<file path="config.mk">
export PLATFORM = sky130hd
export DESIGN_NAME = jt51_logsin_pipe
export DESIGN_NICKNAME = d
export VERILOG_FILES = /design/src/rtl/jt51_logsin_pipe.sv
export SDC_FILE = /design/constraint.sdc
export NUM_CORES = 1
export LEC_CHECK = 0
export ABC_AREA = 0
export CORE_ASPECT_RATIO = 0.9
export CORE_MARGIN = 1
export CORE_UTILIZATION = 55
export CTS_CLUSTER_DIAMETER = 60
export CTS_CLUSTER_SIZE = 25
export DETAILED_ROUTE_END_ITERATION = 10
export MAX_ROUTING_LAYER = met4
export PLACE_DENSITY = 0.77
export SKIP_CTS_REPAIR_TIMING = 1
export SLEW_MARGIN = 20
export SYNTH_ARGS = -nofsm -noshare
export SYNTH_HDL_FRONTEND = slang
export SYNTH_SLANG_ARGS = --single-unit
export TNS_END_PERCENT = 100
</file>
<file path="constraint.sdc">
create_clock -name clk -period 5.7 [get_ports clk]
set_clock_uncertainty 0.1 [all_clocks]
set_input_delay 1.14 -clock clk [delete_from_list [all_inputs] [get_ports clk]]
set_output_delay 1.14 -clock clk [all_outputs]
set_load 0.01 [all_outputs]
</file>
<file path="src/rtl/jt51_logsin_pipe.sv">
// Pipelined quarter-wave log-sine lookup: phase fold, table read, output mute/sign.
// Three cen-qualified stages carry valid and a channel tag alongside the data.
module jt51_logsin_pipe #(
  parameter int unsigned PHW  = 10,
  parameter int unsigned OUTW = 12,
  parameter int unsigned FRAC = 8,
  parameter int unsigned CHW  = 5
) (
  input  logic            clk,
  input  logic            rst,
  input  logic            cen,
  input  logic [PHW-1:0]  ph_in,
  input  logic [1:0]      wave,
  input  logic            valid_in,
  input  logic [CHW-1:0]  tag_in,
  output logic [OUTW-1:0] atten,
  output logic            sign,
  output logic            valid_out,
  output logic [CHW-1:0]  tag_out
);

  localparam int unsigned LOWW    = PHW - 2;
  localparam int unsigned DEPTH   = 2 ** LOWW;
  localparam int unsigned ATT_MAX = (2 ** OUTW) - 1;
  localparam real         PI      = 3.14159265358979323846;

  // Table entry sampled at the centre of each quarter-wave step, rounded and clipped
  function automatic int unsigned lut_val(input int unsigned i);
    real ang;
    real v;
    ang = (2.0 * real'(i) + 1.0) * PI / (2.0 ** PHW);
    v   = -($ln($sin(ang)) / $ln(2.0)) * (2.0 ** FRAC) + 0.5;
    if (v >= real'(ATT_MAX)) return ATT_MAX;
    return $unsigned($rtoi(v));
  endfunction

  logic [OUTW-1:0] lut [DEPTH];

  for (genvar g = 0; g < DEPTH; g++) begin : g_lut
    assign lut[g] = OUTW'(lut_val(g));
  end

  logic            msb, q;
  logic [LOWW-1:0] low;

  logic [LOWW-1:0] s1_idx_d, s1_idx_q;
  logic            s1_mute_d, s1_mute_q;
  logic            s1_sgn_d, s1_sgn_q;
  logic            s1_vld_q;
  logic [CHW-1:0]  s1_tag_q;

  logic [OUTW-1:0] s2_rom_q;
  logic            s2_mute_q, s2_sgn_q, s2_vld_q;
  logic [CHW-1:0]  s2_tag_q;

  logic [OUTW-1:0] atten_d, atten_q;
  logic            sign_d, sign_q, vld_q;
  logic [CHW-1:0]  tag_q;

  assign msb = ph_in[PHW-1];
  assign q   = ph_in[PHW-2];
  assign low = ph_in[PHW-3:0];

  // Fold the full-cycle phase onto the quarter-wave table and decode the mode
  always_comb begin
    s1_idx_d  = low;
    s1_mute_d = 1'b0;
    s1_sgn_d  = 1'b0;
    if (q && wave != 2'd3) s1_idx_d = ~low;
    case (wave)
      2'd0:    s1_sgn_d  = msb;
      2'd1:    s1_mute_d = msb;
      2'd3:    s1_mute_d = q;
      default: ;
    endcase
  end

  always_comb begin
    atten_d = s2_mute_q ? {OUTW{1'b1}} : s2_rom_q;
    sign_d  = s2_mute_q ? 1'b0 : s2_sgn_q;
  end

  always_ff @(posedge clk) begin
    if (rst) begin
      s1_idx_q  <= '0;
      s1_mute_q <= 1'b0;
      s1_sgn_q  <= 1'b0;
      s1_vld_q  <= 1'b0;
      s1_tag_q  <= '0;
      s2_rom_q  <= '0;
      s2_mute_q <= 1'b0;
      s2_sgn_q  <= 1'b0;
      s2_vld_q  <= 1'b0;
      s2_tag_q  <= '0;
      atten_q   <= '0;
      sign_q    <= 1'b0;
      vld_q     <= 1'b0;
      tag_q     <= '0;
    end else if (cen) begin
      s1_idx_q  <= s1_idx_d;
      s1_mute_q <= s1_mute_d;
      s1_sgn_q  <= s1_sgn_d;
      s1_vld_q  <= valid_in;
      s1_tag_q  <= tag_in;
      s2_rom_q  <= lut[s1_idx_q];
      s2_mute_q <= s1_mute_q;
      s2_sgn_q  <= s1_sgn_q;
      s2_vld_q  <= s1_vld_q;
      s2_tag_q  <= s1_tag_q;
      atten_q   <= atten_d;
      sign_q    <= sign_d;
      vld_q     <= s2_vld_q;
      tag_q     <= s2_tag_q;
    end
  end

  assign atten     = atten_q;
  assign sign      = sign_q;
  assign valid_out = vld_q;
  assign tag_out   = tag_q;

endmodule
</file>
; After elaboration in Yosys (flattened, before gate mapping)
; Memory sizes are Yosys's and may differ from the RTL's. A register that Yosys moved wholly into a read port is not among the register bits.
; Index checks and enable logic that the tools add are counted.
[word_totals]
mem_count = 1
romBits = 3072
out_inout_bits = 19
ff_bits = 43
inputBits = 21
[classes]
n_reduce_logical = 2
n_bitwise = 2
n_eq_ne = 3
muxes = 5
[mem_list]
columns = name, words, width, read_ports, rd_ports_with_merged_regs, wr, line_no
row1 = (no name shown), 256, 12, 1, 1, 0, 105  ; s2_rom_q <= lut[s1_idx_q];
[op_table]
columns = op, count
row1 = $mux 12, 1
row2 = $not 8->9, 1
row3 = $mux 8, 1
row4 = $not 8->8, 1
row5 = $eq 2x1->1 const B, 1
row6 = $eq 2x2->1 const B, 1
row7 = $logic_not 2->1, 1
row8 = $mux 1, 2
row9 = $ne 2x2->1 const B, 1
row10 = $pmux 1 s2, 1
row11 = $logic_and 1x1->1, 1

; Longest topological paths before layout
[depth]
depth_word = 3
ltp_mapped = 10
mapped_depth_nobuf = 8

; Least setup slack after synthesis
; OpenSTA, ideal clock, no wires.
[synth_path]
path_type = flip-flop to flip-flop
start = register s1_idx_q[1]
end = register s2_rom_q[2]
slack_ns = 3.357
period_less_slack_ns = 2.343
stages_incl_launch_ff = 10
arrival_ns = 2.106
required_time_ns = 5.463
setup_time_ns = 0.137
cell_sequence = dfxtp_1 -> inv_1 -> ha_1 -> buf_2 -> nor2_1 -> a311oi_1 -> a311oi_1 -> or3_1 -> nor3_1 -> o32ai_1
[synth_via]
elab_chain_cells = 1
[synth_lines]
columns = element, line_no
row1 = "start, declared", 46  ; logic [LOWW-1:0] s1_idx_d, s1_idx_q;
row2 = "start signal, assigned", 100  ; s1_idx_q <= s1_idx_d;
row3 = $not 8->9 (implied by the code), 105
row4 = "end, declared", 52  ; logic [OUTW-1:0] s2_rom_q;
; No other way between the ends.
; A chain may end at the register's enable or synchronous reset.

; Worst setup path after layout
[layout_path]
start = register s1_idx_q[1]
end = register s2_rom_q[4]
; The elaborated chain is that of the path after synthesis.

==> qor.yml <==
yosys:
  avgSynthCellArea_um2: 7.482
  yosys.area_share.simple_pct: 20.85
  yosysWarnings: 0
  synthAdderAreaFrac_pct: 4.994
  yosysSeqAreaShare_pct: 24.69
  synth_edf_count: 0
  synth.cell_area_mm2: 0.004459
  synth_compound_area_share_pct: 32.52
  synth_top_family_by_area: "compound AO/OA/AOI/OAI gates"
  muxShareOfSynthArea_pct: 6.201
  dominantRegCellSynth: "dfxtp_1"
  synthCells: 596
  synthDistinctLibCells: 67
  synthArstFlopShare_pct: 0
  synth_fp_nets: 634
  synth_xor_area_share_pct: 1.964
  yosys_register_bits: 55
setup_path:
  cp-start-kind: "flip-flop"
  crit_type: "flip-flop to flip-flop"
  cp_top_family: "compound AO/OA/AOI/OAI gates"
  startpoint: "s1_idx_q[1]"
  r2r_setup_slack_ns: 2.17
  crit_chain: "inv_1, ha_1, nor2_1, a21oi_1, o2111ai_1, o2111a_1, a2111oi_0, o32ai_1"
  critical-path-max-stage-delay_ns: 0.82
  reg2reg_depth: 8
  critical_path_required_ns: 5.75
  reg2reg_to: "s2_rom_q[4]"
  cpMaxStageDelayCell: "dfxtp_1"
  cp_num_cells: 8
  end_kind: "flip-flop"
  endpoint: "s2_rom_q[4]"
  worstPathArrival_ns: 3.58
  critPathMaxFanout: 21
  reg2reg_from: "s1_idx_q[1]"
  crit_buf_inv: 1
sta:
  fin_crit_sh_pct: 61.86
  fin_setup_tns_ns: 0
  final-setup-viol-count: 0
  hold_viol: 0
  period_needed_ns: 3.526
  rsz0062_at_grt: "no"
  maxSlewHeadroom_pct: 31.91
  clock.fmax_ghz: 0.2836
  worst_slew_pin_slew_ns: 1.021
  maxSlewViolCount: 0
worst_hold_path:
  hold_path.class: "flip-flop to flip-flop"
pwr:
  vdd_drop_max_mv: 0.1646
  power_leakage_uw: 0.001691
  powerDensity_mw_per_mm2: 235.3
run_status:
  status: "completed"
place:
  port_buffers: 39
  place_congestion: 1.058
  dpl.hpwl_um: 9446
  place_area_mm2: 0.004672
floorplanning:
  die_area_mm2: 0.008472
  start_util_pct: 57.95
  die_x_um: 96.92
  die_h_um: 87.42
  io_pins: 40
  core-area_mm2: 0.007695
  rows: 30
clock_network:
  cts_tree: "yes"
  cts_root_buf: "clkbuf_8"
  cts_buffer_depth: 2
  clk_pin_slew_worst_paths_ns: 0.10
  numCtsBuffers: 5
  cts.sinks: 55
  clk_latency_ns: 0.31
  htree_num_levels: 2
global_route:
  antenna_found_initial: 0
  grt_use_total_pct: 33.94
  grt_pass1_vias: 4172
  grt-ovfl-total: 0
  grt_pass1_wl_um: 22250
  grt_max_degree: 58
detailed_routing:
  dr.pass1.iters: 7
  viasPerCell: 6.999
  ant_nets: 0
  wl_per_cell_um: 20.80
  drt_iter0_drc: 893
  routed_wl_um: 14190
  vias: 4773
  drcViolationCount: 0
cells_and_area:
  diodes: 0
  drive_above_1_share_pct: 5.631
  nNetsFinal: 623
  syn_to_final_growth_pct: 7.351
  design_area_mm2: 0.004787
job:
  drv_cap: 0
cells in the mapped netlist, drive strengths merged (2+ instances only):
library cell,count,area share (%)
buf,43,5.9
a32oi,4,0.79
nor3,13,1.5
o311ai,7,1.4
nand3,7,0.79
o31ai,2,0.34
a311o,2,0.45
o32ai,5,1.2
xnor2,9,1.8
o2bb2ai,3,0.59
nor3b,3,0.51
mux2i,22,4.9
o21ai,31,3.5
a311oi,9,1.8
mux4,2,1.0
nor2b,9,1.3
o22ai,12,1.7
a21oi,49,5.5
dfxtp,55,25
a2111oi,6,1.2
nand4,2,0.28
or2,4,0.62
clkbuf,21,1.8
o211ai,8,1.3
inv,11,0.98
a211oi,35,6.0
a31oi,12,1.7
nand2b,28,3.9
a31o,2,0.39
ha,17,4.8
nand2,44,3.7
o221ai,3,0.59
o2111ai,2,0.39
o41ai,2,0.39
nor2,83,7.0
a221oi,4,0.79
or3,2,0.28
o21a,2,0.34
a21boi,2,0.34
report_power, final:
group	switching, µW	internal (µW)	leakage (µW)
clock network	136	133	0.0000548
logic	242	157	0.00118
registers	49.2	410	0.000453
per-stage QoR:
step	setup WS, ns	cells	power, µW	hold WS, ns	utilization (%)
final	2.174	682	1126	0.3760	62.21
after global routing	1.932	682	1176	0.4087	62.21
after CTS	2.325	682	1111	0.3739	62.21
after detailed placement	2.337	674	845.0	0.3602	60.72
after global placement	2.425	674	845.9	0.3502	60.72
after floorplan	3.357	596	739.5	0.3367	-
layer usage:
| layer | global-route usage, % | wire (µm) | vias up |
|---|---|---|---|
| li1 | - | - | 2179 |
| met1 | 45.14 | 5755 | 2171 |
| met2 | 47.89 | 5926 | 370 |
| met3 | 10.51 | 2040 | 53 |
| met4 | 13.03 | 463 | 0 |
| met5 | - | 0 | - |
worst min-delay path, delay by kind of cell (launching register included):
kind | cells | cell delay [ns]
AOI/OAI and AO/OA | 1 | 0.05
DFF | 1 | 0.33
and+or+nand+nor | 1 | 0.06
layout make-up:
type | count | area [µm²]
sequential | 55 | 1105
clock inverter | 3 | 46.29
tap | 96 | 120.1
fill | 689 | 2908
clock buffer | 5 | 68.82
inverter | 12 | 47.55
timing repair buffer | 46 | 432.9
multi-input combinational | 465 | 2967
how the worst min path moves through the flow:
stage	depth (start not counted)	startpoint	slack, ns	endpoint
after floorplan	2	s2_rom_q[7]	0.34	s2_rom_q[7]
after global placement	2	s1_mute_q	0.35	s1_mute_q
after detailed placement	2	s1_mute_q	0.36	s1_mute_q
after CTS	2	s1_mute_q	0.37	s1_mute_q
after global routing	2	atten[10]	0.41	atten[10]
final	2	s1_mute_q	0.38	s1_mute_q
state kept, by name, summed over array words and instances, names as in the netlist, 5 cells and up:
| signal | flops |
|---|---|
| s2_tag_q | 5 |
| s1_tag_q | 5 |
| tag_out | 5 |
| s2_rom_q | 12 |
| s1_idx_q | 8 |
| atten | 12 |
cells by family (layout without fill, tap and decap cells):
family          count (synthesis)  count (layout)
compound gates                211             211
simple gates                  201             201
buf+inv                        76              66
flops                          55              55
mux                            25              25
fa+ha+maj                      18              18
xor+xnor                       10              10
cell usage in the layout (no fill, tap or decap), types with 10 or more instances in the layout:
master,instances
nor2_1,83
dfxtp_1,52
a21oi_1,49
nand2_1,44
clkdlybuf4s50_1,37
a211oi_1,34
o21ai_0,31
nand2b_1,28
mux2i_1,22
ha_1,17
nor3_1,13
o22ai_1,12
a31oi_1,12
inv_1,10
Note: power is estimated with default switching activity, not from simulation.
